==> src/rtl/dmem_arb_pkg.sv <==
// Shared types for the data-memory arbiter: FSM states, master IDs
// and the registered read-ownership tag.
package dmem_arb_pkg;

  typedef enum logic {
    ARB_OPEN   = 1'b0,
    ARB_LOCKED = 1'b1
  } arb_state_t;

  localparam logic M_CPU = 1'b0;
  localparam logic M_DBG = 1'b1;

  typedef struct packed {
    logic pend;
    logic owner;
  } rd_tag_t;

  function automatic logic is_owner(
    input rd_tag_t t,
    input logic    id
  );
    return t.pend && (t.owner == id);
  endfunction

endpackage

==> src/rtl/arb_rr2.sv <==
// Two-way grant selector. RR_EN=1 alternates on contention,
// RR_EN=0 gives master 0 fixed priority.
module arb_rr2 #(
  parameter bit RR_EN = 1'b0
) (
  input  logic clk,
  input  logic rst,
  input  logic en,
  input  logic req0,
  input  logic req1,
  output logic gnt0,
  output logic gnt1
);

  logic fav1;
  logic pick1;
  logic both;

  assign both  = req0 && req1;
  assign pick1 = RR_EN && fav1;

  assign gnt0 = en && req0 && !(req1 && pick1);
  assign gnt1 = en && req1 && !(req0 && !pick1);

  // Pointer moves only when both masters competed.
  always_ff @(posedge clk) begin
    if (rst) begin
      fav1 <= 1'b0;
    end else if (en && both) begin
      fav1 <= gnt0;
    end
  end

endmodule

==> src/rtl/dmem_arbiter.sv <==
// Shares the data-memory port between CPU (m0) and debug/loader (m1).
// Define DMEM_ARB_RR_EN for round-robin; default is CPU priority.
module dmem_arbiter
  import dmem_arb_pkg::*;
#(
  parameter int AW = 32,
  parameter int DW = 32
) (
  input  logic            clk,
  input  logic            rst,
  input  logic            m0_req,
  input  logic            m0_we,
  input  logic [AW-1:0]   m0_addr,
  input  logic [DW-1:0]   m0_wdata,
  input  logic [DW/8-1:0] m0_wstrb,
  output logic            m0_gnt,
  output logic            m0_rvalid,
  output logic [DW-1:0]   m0_rdata,
  input  logic            m1_req,
  input  logic            m1_we,
  input  logic [AW-1:0]   m1_addr,
  input  logic [DW-1:0]   m1_wdata,
  input  logic [DW/8-1:0] m1_wstrb,
  input  logic            m1_lock,
  output logic            m1_gnt,
  output logic            m1_rvalid,
  output logic [DW-1:0]   m1_rdata,
  output logic            mem_en,
  output logic [DW/8-1:0] mem_we,
  output logic [AW-1:0]   mem_addr,
  output logic [DW-1:0]   mem_wdata,
  input  logic [DW-1:0]   mem_rdata
);

`ifdef DMEM_ARB_RR_EN
  localparam bit RR_EN = 1'b1;
`else
  localparam bit RR_EN = 1'b0;
`endif

  arb_state_t state;
  rd_tag_t    tag;

  logic hold;
  logic arb_en;
  logic a_gnt0;
  logic a_gnt1;
  logic sel_we;
  logic rd_fire;

  // A cycle with m1_lock low is arbitrated as OPEN.
  assign hold   = (state == ARB_LOCKED) && m1_lock;
  assign arb_en = !rst && !hold;

  arb_rr2 #(
    .RR_EN (RR_EN)
  ) u_arb (
    .clk  (clk),
    .rst  (rst),
    .en   (arb_en),
    .req0 (m0_req),
    .req1 (m1_req),
    .gnt0 (a_gnt0),
    .gnt1 (a_gnt1)
  );

  assign m0_gnt = a_gnt0;
  assign m1_gnt = a_gnt1 || (!rst && hold && m1_req);
  assign mem_en = m0_gnt || m1_gnt;

  always_comb begin
    mem_addr  = '0;
    mem_wdata = '0;
    mem_we    = '0;
    sel_we    = 1'b0;
    unique case (1'b1)
      m1_gnt: begin
        mem_addr  = m1_addr;
        mem_wdata = m1_wdata;
        mem_we    = m1_we ? m1_wstrb : '0;
        sel_we    = m1_we;
      end
      m0_gnt: begin
        mem_addr  = m0_addr;
        mem_wdata = m0_wdata;
        mem_we    = m0_we ? m0_wstrb : '0;
        sel_we    = m0_we;
      end
      default: ;
    endcase
  end

  assign rd_fire = mem_en && !sel_we;

  always_ff @(posedge clk) begin
    if (rst) begin
      state <= ARB_OPEN;
      tag   <= '0;
    end else begin
      if (hold || (m1_gnt && m1_lock)) begin
        state <= ARB_LOCKED;
      end else begin
        state <= ARB_OPEN;
      end
      tag.pend  <= rd_fire;
      tag.owner <= m1_gnt ? M_DBG : M_CPU;
    end
  end

  assign m0_rvalid = !rst && is_owner(tag, M_CPU);
  assign m1_rvalid = !rst && is_owner(tag, M_DBG);
  assign m0_rdata  = m0_rvalid ? mem_rdata : '0;
  assign m1_rdata  = m1_rvalid ? mem_rdata : '0;

endmodule

==> config.mk <==
export PLATFORM = sky130hd
export DESIGN_NAME = dmem_arbiter
export DESIGN_NICKNAME = d
export VERILOG_FILES = /design/src/rtl/dmem_arb_pkg.sv /design/src/rtl/arb_rr2.sv /design/src/rtl/dmem_arbiter.sv
export SDC_FILE = /design/constraint.sdc
export NUM_CORES = 1
export LEC_CHECK = 0
export BUFFER_PORTS_ARGS = -buffer_cell sky130_fd_sc_hd__buf_2
export CORE_AREA = 8 8 114 116
export DETAILED_ROUTE_END_ITERATION = 10
export DIE_AREA = 0 0 122 124
export HOLD_SLACK_MARGIN = 0.05
export PLACE_DENSITY = 0.49
export SLEW_MARGIN = 10
export SYNTH_ARGS = -nofsm -noshare
export SYNTH_HDL_FRONTEND = slang
export SYNTH_SLANG_ARGS = --single-unit
==> constraint.sdc <==
create_clock -name clk -period 2.6 [get_ports clk]
set_input_delay 0.78 -clock clk [delete_from_list [all_inputs] [get_ports clk]]
set_output_delay 0.78 -clock clk [all_outputs]
set_load 0.03 [all_outputs]
==> summary.md <==
| Metric | Value |
|---|---|
| Outcome | complete, but fails checks |
| Failing checks | setup timing |
| Most common cell after layout, fill and taps aside | buf_2 |
| Final min period | 2.64 ns |
| Clk root buf | clkbuf_16 |
| Clk_lat worst skew | 0.22 ns |
| Rows | 39 |
| Highest clock rate | 0.379 GHz |
| Post-DRT Antenna Nets | 0 |
| CTS sink cnt | 3 |
| Setup WS pre-CTS | -0.162 ns |
| Main combinational cell family by area after synthesis | compound AO/OA/AOI/OAI gates |
| Core Region | roughly 11000 µm² |
| Crit-path cells | buf_8 -> a21bo_4 -> nor2_4 -> buf_12 -> clkbuf_16 -> a22o_1 -> buf_6 |
| Maximum clock path buffer count | 2 |
| Starting Density | 0.113 |
| CP arrival | 1.86 ns |
| Design Area, Final | 4310 µm² |
| RR Startpoint | state |
| Inst Count DP | 612 |
| Mapped Nets | 346 |
| Unrepaired setup endpoints after global routing | true |
| H-tree Lvls | 1 |
| Top Family by Delay on Critical Path | buffers and inverters |
| RePlAce Congestion | 0.801 |
| Syn Std Cell Area | 1260 µm² |
| First-pass GRT wire length | between 15000 and 20000 µm |
| Antenna cells | 0 |
| Most frequent cells in the layout | 208 x buf_2, 107 x buf_6, 61 x a22o_1, 41 x and2_1, 23 x and2_4 |
| Die height | 124 µm |
| Hold Crit Depth | 2 |
| Worst R2R End | tag[1] |
| Pwr/cell area | 238 nW/µm² |
| Max incr delay on CP | roughly 0.21 ns |
| Antenna violations before repair | 4 |
| Area grow syn2layout | 242% |
| Min Hold Slack | 0.595 ns |
| Slew margin rel. | 0.870 |
| Vias per cell | between 4 and 5 |
| Slew @ Worst Pin | 0.194 ns |
| GR Overflow Total | 0 |
| Critical Path RT | ~1.8 ns |
| First drt pass iteration count | 4 |
| Total GRT Usage | 0.137 |
| Finish-stage setup viols | 45 |
| CP Capture Type | primary output |
| Fin. Hold Viols | 0 |
| Remaining routing DRC violations | 0 |
| Nets@finish | 671 |
| Die ar. | 15100 µm² |
| Max-cap violation count | 0 |
| Num ports | 312 |
| Multiplexer share of the synthesized area | 0 |
| Register area share after synthesis | 0.0476 |
| Sum of buffers and inverters on the critical path | 4 |
| Worst Reg-to-Reg Cells | 4 |
| Maximum VDD drop | between 0.0001 and 0.00015 V |
| Synth Area in Adders | 0 |
| CTS tree | built |
| Yosys reg bits | 3 |
| Final instance count without filler cells | 638 |
| Worst-path clk slew | roughly 0.030 ns |
| Final Cycle Share | 1.02 |
| Routed wire length | 13100 µm |
| Wire per inst | between 20 and 25 µm |
| Lkg Pwr | around 0.0024 µW |
| Fin Setup TNS | -0.698 ns |
| Port Buffer Count | 311 |
| Simple-Gate Fraction of Synth Area | 0.373 |
| Setup Skew | 0.00157 ns |
| Placed wire-length estimate | 9090 µm |
| Setup WS post-layout | -0.0401 ns |
| Worst Hold Path EP | state |
| Synth cell types | 19 |
| Max FO, Critical Path | 8 |
| Slowest cell on the critical path | a21bo_4 |
| Initial DRC Count | 53 |
| Critical path class | in2out |
| Setup slack, reg-to-reg | around 1.4 ns |
| Area after DPL | 3020 µm² |
| Synth Area in XOR/XNOR | 0 |
| Chip Width | 122 µm |
| Worst hold start | state |
| Vias in the first global route | 2958 |
| Compound-Gate Fraction of Synth Area | 0.503 |
| DR vias | 2794 |
| Fin. max-slew vios | 0 |
| Pin count of the biggest net entering global routing | 34 |
| Avg Inst Size Synth | 7.38 µm² |
| Layout cell share with drive strength beyond 1 | 0.760 |
| Total CTS buffers | 3 |
| Hold Path Class | reg2reg |
| CP Launch Type | input pin |
| Yosys synthesis warning count | 0 |
| Cells after Synth | roughly 170 |
-- cells by family after synthesis --
family	count (synthesis)
buffers and inverters	21
and+or+nand+nor	75
AOI/OAI and AO/OA	72
DFF	3
-- metrics by stage --
step | utilization | power, µW
detailed placement | 0.270 | 587
global placement | 0.270 | 584
CTS | 0.329 | 962
floorplan | - | 338
global route | 0.386 | 1070
finish | 0.386 | 1020
-- report_power, final --
part           internal, µW  switching (µW)
Clock                   202            41.8
Sequential             48.6            1.89
Combinational           363             367
Total                   614             411
-- repair_timing --
action / in CTS / in global routing
gates cloned: 7 / 9
hold buffers: 0 / 0
resized for setup: 110 / 174
buffers inserted: 5 / 1
pin swaps: 4 / 59
endpoints found under the setup margin: 82 / 132
-- metal layers --
layer  global-route usage  up-vias  routed length (µm)
li1                     -     1300                   -
met1                0.130     1276                4410
met2                0.268      199                6990
met3               0.0607       11                1620
met4               0.0208        8                  34
met5                    0        -                  52
-- worst max path at each step --
| stage | to | cells after the start | slack (ns) | from |
|---|---|---|---|---|
| 6_report | mem_addr[12] | 7 | -0.04 | m1_lock |
| 5_1_grt | mem_addr[12] | 7 | -0.08 | m1_lock |
| 4_1_cts | mem_wdata[20] | 7 | -0.05 | m1_lock |
| 3_5_place_dp | mem_addr[0] | 6 | -0.16 | m0_req |
| 3_3_place_gp | mem_addr[0] | 6 | -0.15 | m0_req |
| 2_1_floorplan | mem_wdata[22] | 4 | 0.02 | m0_req |
-- synthesized netlist by cell type (all sizes together) --
cell type / instances / share of area
a22o: 64 / 0.44
inv: 1 / 0.0030
dfxtp: 3 / 0.048
nor2: 5 / 0.017
clkbuf: 10 / 0.030
nor3b: 3 / 0.022
nand2b: 1 / 0.0050
a32o: 4 / 0.032
o31ai: 1 / 0.0060
or3: 1 / 0.0050
a21boi: 1 / 0.0089
a21bo: 1 / 0.0079
buf: 10 / 0.044
and3b: 1 / 0.0069
and2: 64 / 0.32
a21oi: 1 / 0.0040
-- registers in the layout (all words and copies together), names as in the netlist --
signal	count
state	1
tag	2
-- worst reg2reg max path, delay by kind of cell, from the launching register on --
family,cells,cell delay [ns]
AOI/OAI and AO/OA,2,0.17
DFF,1,0.41
buffers and inverters,1,0.15
and+or+nand+nor,1,0.34
-- layout make-up --
cell class	instances	area (µm²)
clock buffers	4	78.8
fillers	1094	6860
inverters	1	3.75
multi-input cells	147	1230
flip-flops and latches	3	60.1
well taps	143	179
repair buffers	340	2760
Note: power is estimated with default switching activity, not from simulation.
